<file path="src/rtl/train_center_cal_rx_if.sv">
// Sideband/handshake bundle between the MBTRAIN center-cal responder and its surroundings.
interface train_center_cal_rx_if;
  logic        i_en;
  logic [3:0]  i_decoded_sideband_message;
  logic        i_sideband_valid;
  logic        i_busy_negedge_detected;
  logic        i_valid_tx;
  logic        i_rx_pt_done;
  logic [15:0] i_rx_lanes_result;
  logic [3:0]  o_sideband_message;
  logic        o_valid_rx;
  logic        o_rx_pt_en;
  logic [15:0] o_lanes_result;
  logic        o_test_ack;
  logic        o_timeout;

  modport slave (
    input  i_en, i_decoded_sideband_message, i_sideband_valid,
           i_busy_negedge_detected, i_valid_tx, i_rx_pt_done, i_rx_lanes_result,
    output o_sideband_message, o_valid_rx, o_rx_pt_en, o_lanes_result,
           o_test_ack, o_timeout
  );

  modport master (
    output i_en, i_decoded_sideband_message, i_sideband_valid,
           i_busy_negedge_detected, i_valid_tx, i_rx_pt_done, i_rx_lanes_result,
    input  o_sideband_message, o_valid_rx, o_rx_pt_en, o_lanes_result,
           o_test_ack, o_timeout
  );
endinterface

</file>
<file path="src/rtl/train_center_cal_rx.sv">
// MBTRAIN data-to-clock center-calibration responder: answers start/end requests and
// captures the RX point-test lane result. Optional wait timeout: TRAIN_CENTER_CAL_RX_TIMEOUT_EN.
module train_center_cal_rx #(
  parameter int TIMEOUT_CYCLES = 1024,
  parameter int CNT_W          = $clog2(TIMEOUT_CYCLES + 1)
) (
  input  logic                  clk,
  input  logic                  rst,
  train_center_cal_rx_if.slave  sb
);

  localparam logic [3:0] MSG_START_REQ  = 4'b0001;
  localparam logic [3:0] MSG_START_RESP = 4'b0010;
  localparam logic [3:0] MSG_END_REQ    = 4'b0011;
  localparam logic [3:0] MSG_END_RESP   = 4'b0100;

  if (TIMEOUT_CYCLES < 1 || (2 ** CNT_W) <= TIMEOUT_CYCLES) begin : g_bad_param
    $error("train_center_cal_rx: CNT_W too narrow for TIMEOUT_CYCLES");
  end

  typedef enum logic [2:0] {
    IDLE, WAIT_START_REQ, START_RESP, RX_TEST, END_RESP, TEST_FINISHED
  } state_t;

  state_t state, next;
  logic   start_req, end_req, timeout_hit;

  assign start_req = sb.i_sideband_valid && (sb.i_decoded_sideband_message == MSG_START_REQ);
  assign end_req   = sb.i_sideband_valid && (sb.i_decoded_sideband_message == MSG_END_REQ);

`ifdef TRAIN_CENTER_CAL_RX_TIMEOUT_EN
  logic [CNT_W-1:0] wait_cnt;
  logic             waiting;

  assign waiting     = (state == WAIT_START_REQ) || (state == RX_TEST);
  assign timeout_hit = waiting && (wait_cnt == CNT_W'(TIMEOUT_CYCLES - 1));

  always_ff @(posedge clk or posedge rst) begin
    if (rst)                        wait_cnt <= '0;
    else if (waiting && next == state) wait_cnt <= wait_cnt + 1'b1;
    else                            wait_cnt <= '0;
  end

  always_ff @(posedge clk or posedge rst) begin
    if (rst)              sb.o_timeout <= 1'b0;
    else if (!sb.i_en)    sb.o_timeout <= 1'b0;
    else if (timeout_hit) sb.o_timeout <= 1'b1;
  end
`else
  assign timeout_hit = 1'b0;

  always_ff @(posedge clk or posedge rst) begin
    if (rst) sb.o_timeout <= 1'b0;
    else     sb.o_timeout <= 1'b0;
  end
`endif

  always_ff @(posedge clk or posedge rst) begin
    if (rst) state <= IDLE;
    else     state <= next;
  end

  // A real request wins over a timeout landing on the same cycle.
  always_comb begin
    next = state;
    if (!sb.i_en) begin
      next = IDLE;
    end else begin
      case (state)
        IDLE:           next = WAIT_START_REQ;
        WAIT_START_REQ: if (start_req)        next = START_RESP;
                        else if (timeout_hit) next = TEST_FINISHED;
        START_RESP:     next = RX_TEST;
        RX_TEST:        if (end_req)          next = END_RESP;
                        else if (timeout_hit) next = TEST_FINISHED;
        END_RESP:       next = TEST_FINISHED;
        TEST_FINISHED:  next = TEST_FINISHED;
        default:        next = IDLE;
      endcase
    end
  end

  // Outputs are registered from next-state so no input reaches an output combinationally.
  always_ff @(posedge clk or posedge rst) begin
    if (rst) begin
      sb.o_sideband_message <= 4'b0000;
      sb.o_rx_pt_en         <= 1'b0;
      sb.o_test_ack         <= 1'b0;
    end else begin
      sb.o_sideband_message <= (next == START_RESP) ? MSG_START_RESP :
                               (next == END_RESP)   ? MSG_END_RESP   : 4'b0000;
      sb.o_rx_pt_en         <= (next == RX_TEST);
      sb.o_test_ack         <= (next == TEST_FINISHED);
    end
  end

  // Valid is raised on response entry and held until the serializer drains it,
  // unless the local initiator still has its own message pending on the shared mux.
  always_ff @(posedge clk or posedge rst) begin
    if (rst)
      sb.o_valid_rx <= 1'b0;
    else if (!sb.i_en)
      sb.o_valid_rx <= 1'b0;
    else if ((next == START_RESP || next == END_RESP) && next != state)
      sb.o_valid_rx <= 1'b1;
    else if (sb.i_busy_negedge_detected && !sb.i_valid_tx)
      sb.o_valid_rx <= 1'b0;
  end

  // Result defaults to all-fail on RX_TEST entry; the last done pulse wins.
  always_ff @(posedge clk or posedge rst) begin
    if (rst)
      sb.o_lanes_result <= 16'h0000;
    else if (state != RX_TEST && next == RX_TEST)
      sb.o_lanes_result <= 16'h0000;
    else if (state == RX_TEST && sb.i_en && sb.i_rx_pt_done)
      sb.o_lanes_result <= sb.i_rx_lanes_result;
  end

endmodule

</file>
<file path="src/flat_wrapper.sv">
// flat-port wrapper written by rule: the top's interface ports become plain ports
module train_center_cal_rx_flat 
#(
  parameter int TIMEOUT_CYCLES = 1024,
  parameter int CNT_W          = $clog2(TIMEOUT_CYCLES + 1)
)
  (clk, rst, sb_i_en, sb_i_decoded_sideband_message, sb_i_sideband_valid, sb_i_busy_negedge_detected, sb_i_valid_tx, sb_i_rx_pt_done, sb_i_rx_lanes_result, sb_o_sideband_message, sb_o_valid_rx, sb_o_rx_pt_en, sb_o_lanes_result, sb_o_test_ack, sb_o_timeout);
  train_center_cal_rx_if sb_i ();
  input  logic clk;
  input  logic rst;
  input wire logic [$bits(sb_i.i_en)-1:0] sb_i_en;
  input wire logic [$bits(sb_i.i_decoded_sideband_message)-1:0] sb_i_decoded_sideband_message;
  input wire logic [$bits(sb_i.i_sideband_valid)-1:0] sb_i_sideband_valid;
  input wire logic [$bits(sb_i.i_busy_negedge_detected)-1:0] sb_i_busy_negedge_detected;
  input wire logic [$bits(sb_i.i_valid_tx)-1:0] sb_i_valid_tx;
  input wire logic [$bits(sb_i.i_rx_pt_done)-1:0] sb_i_rx_pt_done;
  input wire logic [$bits(sb_i.i_rx_lanes_result)-1:0] sb_i_rx_lanes_result;
  output wire logic [$bits(sb_i.o_sideband_message)-1:0] sb_o_sideband_message;
  output wire logic [$bits(sb_i.o_valid_rx)-1:0] sb_o_valid_rx;
  output wire logic [$bits(sb_i.o_rx_pt_en)-1:0] sb_o_rx_pt_en;
  output wire logic [$bits(sb_i.o_lanes_result)-1:0] sb_o_lanes_result;
  output wire logic [$bits(sb_i.o_test_ack)-1:0] sb_o_test_ack;
  output wire logic [$bits(sb_i.o_timeout)-1:0] sb_o_timeout;
  assign sb_i.i_en = sb_i_en;
  assign sb_i.i_decoded_sideband_message = sb_i_decoded_sideband_message;
  assign sb_i.i_sideband_valid = sb_i_sideband_valid;
  assign sb_i.i_busy_negedge_detected = sb_i_busy_negedge_detected;
  assign sb_i.i_valid_tx = sb_i_valid_tx;
  assign sb_i.i_rx_pt_done = sb_i_rx_pt_done;
  assign sb_i.i_rx_lanes_result = sb_i_rx_lanes_result;
  assign sb_o_sideband_message = sb_i.o_sideband_message;
  assign sb_o_valid_rx = sb_i.o_valid_rx;
  assign sb_o_rx_pt_en = sb_i.o_rx_pt_en;
  assign sb_o_lanes_result = sb_i.o_lanes_result;
  assign sb_o_test_ack = sb_i.o_test_ack;
  assign sb_o_timeout = sb_i.o_timeout;
  train_center_cal_rx #(.TIMEOUT_CYCLES(TIMEOUT_CYCLES), .CNT_W(CNT_W)) u_core (.clk(clk), .rst(rst), .sb(sb_i));
endmodule
</file>
<file path="config.mk">
export PLATFORM = sky130hd
export DESIGN_NAME = train_center_cal_rx_flat
export DESIGN_NICKNAME = d
export VERILOG_FILES = /design/src/rtl/train_center_cal_rx_if.sv /design/src/rtl/train_center_cal_rx.sv /design/src/flat_wrapper.sv
export SDC_FILE = /design/constraint.sdc
export NUM_CORES = 1
export LEC_CHECK = 0
export ABC_CLOCK_PERIOD_IN_PS = 1520
export CAP_MARGIN = 15
export CORE_MARGIN = 2
export CORE_UTILIZATION = 40
export DETAILED_ROUTE_END_ITERATION = 8
export DONT_BUFFER_PORTS = 1
export PLACE_DENSITY_LB_ADDON = 0.25
export SLEW_MARGIN = 15
export SYNTH_ARGS = -nofsm -noshare
export SYNTH_HDL_FRONTEND = slang
export SYNTH_SLANG_ARGS = --single-unit
</file>
<file path="constraint.sdc">
create_clock -name clk -period 1.52 [get_ports clk]
set_input_delay 0.304 -clock clk [delete_from_list [all_inputs] [get_ports clk]]
set_output_delay 0.304 -clock clk [all_outputs]
set_load 0.02 [all_outputs]
</file>
[Word-level counts from Yosys, hierarchy flattened]
Index checks and enable logic that the tools add are counted.
Cells by class
  equality and inequality tests: 14
  multiplexer cells: 11
  reduce and logical (&&, ||, !) cells: 12
Operators with widths (count)
  16-bit two-way mux: 2
  3-bit one-hot mux with 5 select lines: 1
  3-bit by 2-bit equality test with 1-bit output (second input constant): 4
  3-bit equality test (second input constant): 4
  3-bit two-way mux: 4
  1-bit logical AND: 7
  4-bit by 1-bit equality test with 1-bit output (second input constant): 1
  4-bit by 2-bit equality test with 1-bit output (second input constant): 1
  4-bit two-way mux: 1
  3-bit by 1-bit equality test with 1-bit output (second input constant): 1
  3-bit logical NOT: 1
  1-bit two-way mux: 3
  3-bit by 1-bit inequality test with 1-bit output (second input constant): 1
  3-bit by 2-bit inequality test with 1-bit output (second input constant): 1
  3-bit inequality test: 1
  2-bit nonzero test: 1
  2-bit OR reduction: 1
  1-bit logical NOT: 1
  1-bit logical OR: 1
Storage, ports and cells
  flip-flop bits (word level): 26
  output and inout bits: 24
  word-level logic and storage cells: 43

[Depth between registers and ports, before layout]
  depth after elaboration: 10
  depth in mapped cells: 5

[Worst setup path after synthesis]
No wires, ideal clock.
  kind: register to register
  start: register u_core.state[1]
  end: register u_core.sb.o_lanes_result[0]
  setup time: 0.121 ns
  arrival time: 1.152 ns
  required time: 1.399 ns
  setup slack: 0.247 ns
  stages on the path, launching flop included: 6
  buffers on the path: 2
  path through: dfrtp_1 buf_6 and3b_4 and3_4 buf_6 a22o_1
On the way
  longest elaborated chain between the ends: 7
  elaborated cells between the ends (all ways): 18
  those cells by class: eq/ne (7); mux (5); reduce/logical (6)
Ends and longest elaborated chain
  start: declaration: line train_center_cal_rx.sv:25  | state_t state, next;
  start signal: assignment: line train_center_cal_rx.sv:60  | else state <= next;
  3-bit equality test: line train_center_cal_rx.sv:69  | case (state)
  2-bit OR reduction (no source line)
  3-bit one-hot mux with 5 select lines: line train_center_cal_rx.sv:69
  3-bit two-way mux: line train_center_cal_rx.sv:66  | if (!sb.i_en) begin
  3-bit by 2-bit equality test with 1-bit output: line train_center_cal_rx.sv:114  | else if (state != RX_TEST && next == RX_TEST)
  1-bit logical AND: line train_center_cal_rx.sv:114
  16-bit two-way mux or 2-bit nonzero test (tied branches)
  end signal: assignment: line train_center_cal_rx.sv:117  | sb.o_lanes_result <= sb.i_rx_lanes_result;
  end: declaration: line train_center_cal_rx_if.sv:20  | output o_sideband_message, o_valid_rx, o_rx_pt_en, o_lanes_result,
Several ways; a longest one is shown, not always the timed one.
A chain may end at the register's enable or synchronous reset.

[Worst setup path in the final report]
  start: register u_core.state[1]
  end: register u_core.sb.o_lanes_result[13]
The elaborated chain is that of the path after synthesis.

==> results_dict.tcl <==
set metrics [dict create \
    fp.dieH_um 56.2 \
    cap_viol_max_count 0 \
    grt_max_degree 25 \
    status "finished clean" \
    synth_most_common_cell "dfrtp_1" \
    drt-initial-drc-count 25 \
    synth_cell_types 30 \
    setup_tns_ns 0 \
    dp_hpwl_mm 1.73 \
    cts_buffers 3 \
    track_usage_pct 15.4 \
    internal_power_uw 971 \
    critPathKind "reg2reg" \
    cp_data_arrival_time_ns 1.55 \
    grt_pass1_wl_mm 3.75 \
    path_buf_inv 0 \
    startpoint_type "flop" \
    final.setup.worst_slack_ns 0.190 \
    via_per_inst 5.52 \
    clock_sinks 24 \
    crit_cells 3 \
    first_pass_iters 4 \
    worstPathMaxFanout 12 \
    skew_ns 0.00105 \
    synth_common_cells "dfrtp_1 (24), nand2_1 (23), nand3_1 (11)" \
    rsz0062_at_grt "no" \
    power.leakage_uw 0.000532 \
    required_ns 1.74 \
    htreeDepth 1 \
    critPathCaptureType "flop" \
    setup_viol 0 \
    rrSetupSlack_ns 0.19 \
    wl_per_cell_um 16.5 \
    maxSlewViolCount 0 \
    path_delay_family "flip-flops" \
    antenna_found_initial 0 \
    reg2reg_to "u_core.sb.o_lanes_result[13]$_DFFE_PP0P_" \
    vias 779 \
    synth_top_cell_area_share_pct 55.1 \
    grt_pass1_vias 768 \
    antennaDiodeCount 0 \
    routed_wirelength_mm 2.33 \
    endpoint "u_core.sb.o_lanes_result[13]$_DFFE_PP0P_" \
    synth_flop_cell "dfrtp_1" \
    io_buffers 0 \
    io_pins 51 \
    clock_path_buffers 2 \
    reg2reg_depth 3 \
    synth_edf_count 0 \
    hold_ws_ns 0.0392 \
    root_buffer "clkbuf_4" \
    synth_area_leader_cell "dfrtp_1" \
    gp_congestion 0.762 \
    synthCells 109 \
    cts_tree "built" \
    drt.antenna.violating_nets 0 \
    hold_viol 0 \
    cts_resized 0 \
    clkPwrFrac_pct 36.2 \
    ir_worst_vdd_mv 0.664 \
    die_w_um 56.2 \
    area_growth_pct 7.35 \
    overflow 0 \
    synth.area.top_cells "dfrtp_1 (55%), nand2_1 (7.9%), nand4_1 (5.7%)" \
    r2r_start "u_core.state[1]$_DFF_PP0_" \
    powerDensity_nw_per_um2 1100 \
    fmax_mhz 752 \
    post_cts_buffers 0 \
    drc 0 \
    synth_seq_cells 24 \
    startpoint "u_core.state[1]$_DFF_PP0_" \
    crit_path_cell_trace "and3b_4 > nand2b_1 > a22o_1" \
    switching_share_pct 24.5 \
    p_total_uw 1290 \
    finalCritPeriodShare_pct 87.5 \
    post_dp_cell_area_um2 1110 \
    min_period_ns 1.33 \
    combPwrFrac_pct 6.9 \
    synthArstFlopShare_pct 100 \
    fin_nets 139 \
    final_area_um2 1170 \
    hp-class "in2reg" \
    slowest_stage "dfrtp_1" \
    yosysSeqAreaShare_pct 55.1 \
    clkTransAtPathRegs_ns 0.13 \
    fp-row-count 18 \
    post_route_cells_drive_above_1_share_pct 9.91 \
    holdBufCountCts 1 \
    yosysWarningCount 0 \
    synth_area_per_cell_um2 10.0 \
    initial_core_util_pct 43.2 \
    syn_area_um2 1090 \
    p_switching_uw 314 \
    core_area_um2 2520 \
    max_stage_delay_ns 0.53 \
    p_seq_share_pct 56.9 \
    place_ws_ns 0.215 \
    insertion_delay_ns 0.32 \
    dieArea_um2 3160 \
]
## cells in the final DEF, fill, tap and decap left out, types with 2 or more instances in the layout
cell | netlist | final
conb_1 | 1 | 3
a31oi_1 | 2 | 2
nand3_1 | 11 | 11
dfrtp_1 | 24 | 24
nand2_1 | 23 | 23
nand2b_1 | 2 | 2
clkbuf_4 | 0 | 3
a22o_1 | 6 | 6
inv_1 | 3 | 3
nand4_1 | 10 | 10
buf_4 | 3 | 5
nor2b_1 | 2 | 2
## registers in the layout (all words and copies together), names as in the netlist
name	count
u_core.sb.o_test_ack	1
u_core.sb.o_lanes_result	16
u_core.sb.o_valid_rx	1
u_core.sb.o_sideband_message	2
u_core.state	3
u_core.sb.o_rx_pt_en	1
## worst min-delay path by stage
| stage | startpoint | end | slack [ns] | depth (start not counted) |
|---|---|---|---|---|
| 2_1_floorplan | rst | u_core.sb.o_lanes_result[0]$_DFFE_PP0P_ | 0.32 | 1 |
| 6_report | sb_i_decoded_sideband_message[1] | u_core.sb.o_sideband_message[1]$_DFF_PP0_ | 0.04 | 1 |
| 3_5_place_dp | rst | u_core.sb.o_lanes_result[7]$_DFFE_PP0P_ | 0.26 | 2 |
| 4_1_cts | sb_i_decoded_sideband_message[1] | u_core.sb.o_sideband_message[1]$_DFF_PP0_ | 0.04 | 1 |
| 3_3_place_gp | rst | u_core.sb.o_lanes_result[5]$_DFFE_PP0P_ | 0.26 | 2 |
| 5_1_grt | sb_i_decoded_sideband_message[1] | u_core.sb.o_sideband_message[1]$_DFF_PP0_ | 0.03 | 1 |
## power groups by stage
| stage | clock network, µW | registers (µW) | logic (µW) |
|---|---|---|---|
| floorplan | 0 | 735 | 80.7 |
| global placement | 0 | 743 | 84.7 |
| detailed placement | 0 | 745 | 87.5 |
| CTS | 469 | 732 | 89.8 |
| global route | 500 | 737 | 101 |
| finish | 466 | 732 | 88.1 |
## per-stage QoR
step,utilization (%),cells
after floorplan,-,111
after global placement,43.9,136
after detailed placement,43.9,136
after CTS,46.4,141
after global routing,46.4,141
final,46.4,141
## cell families after synthesis
| logic type | synth area share, % |
|---|---|
| DFF | 55.1 |
| other | 0.344 |
| AOI/OAI and AO/OA | 9.41 |
| xor gates and xnor gates | 0.804 |
| and+or+nand+nor | 27.3 |
| buffers and inverters | 7.00 |
## routing by layer
| layer | routed length, µm | up-vias | global-route usage [%] |
|---|---|---|---|
| met5 | 0 | - | 0 |
| met4 | 27 | 0 | 5.10 |
| met3 | 227 | 4 | 6.28 |
| met2 | 1110 | 33 | 24.5 |
| met1 | 964 | 361 | 18.9 |
| li1 | - | 381 | - |
## area by class of cell
cell class	instances	area, µm²
multi-input cells	74	420
clock buffers	3	22.5
inverters	3	11.3
well taps	30	37.5
repair buffers	6	47.5
flip-flops and latches	24	601
fillers	233	1350
clock inverters	1	30.0
Power figures use the tool's default switching activity.
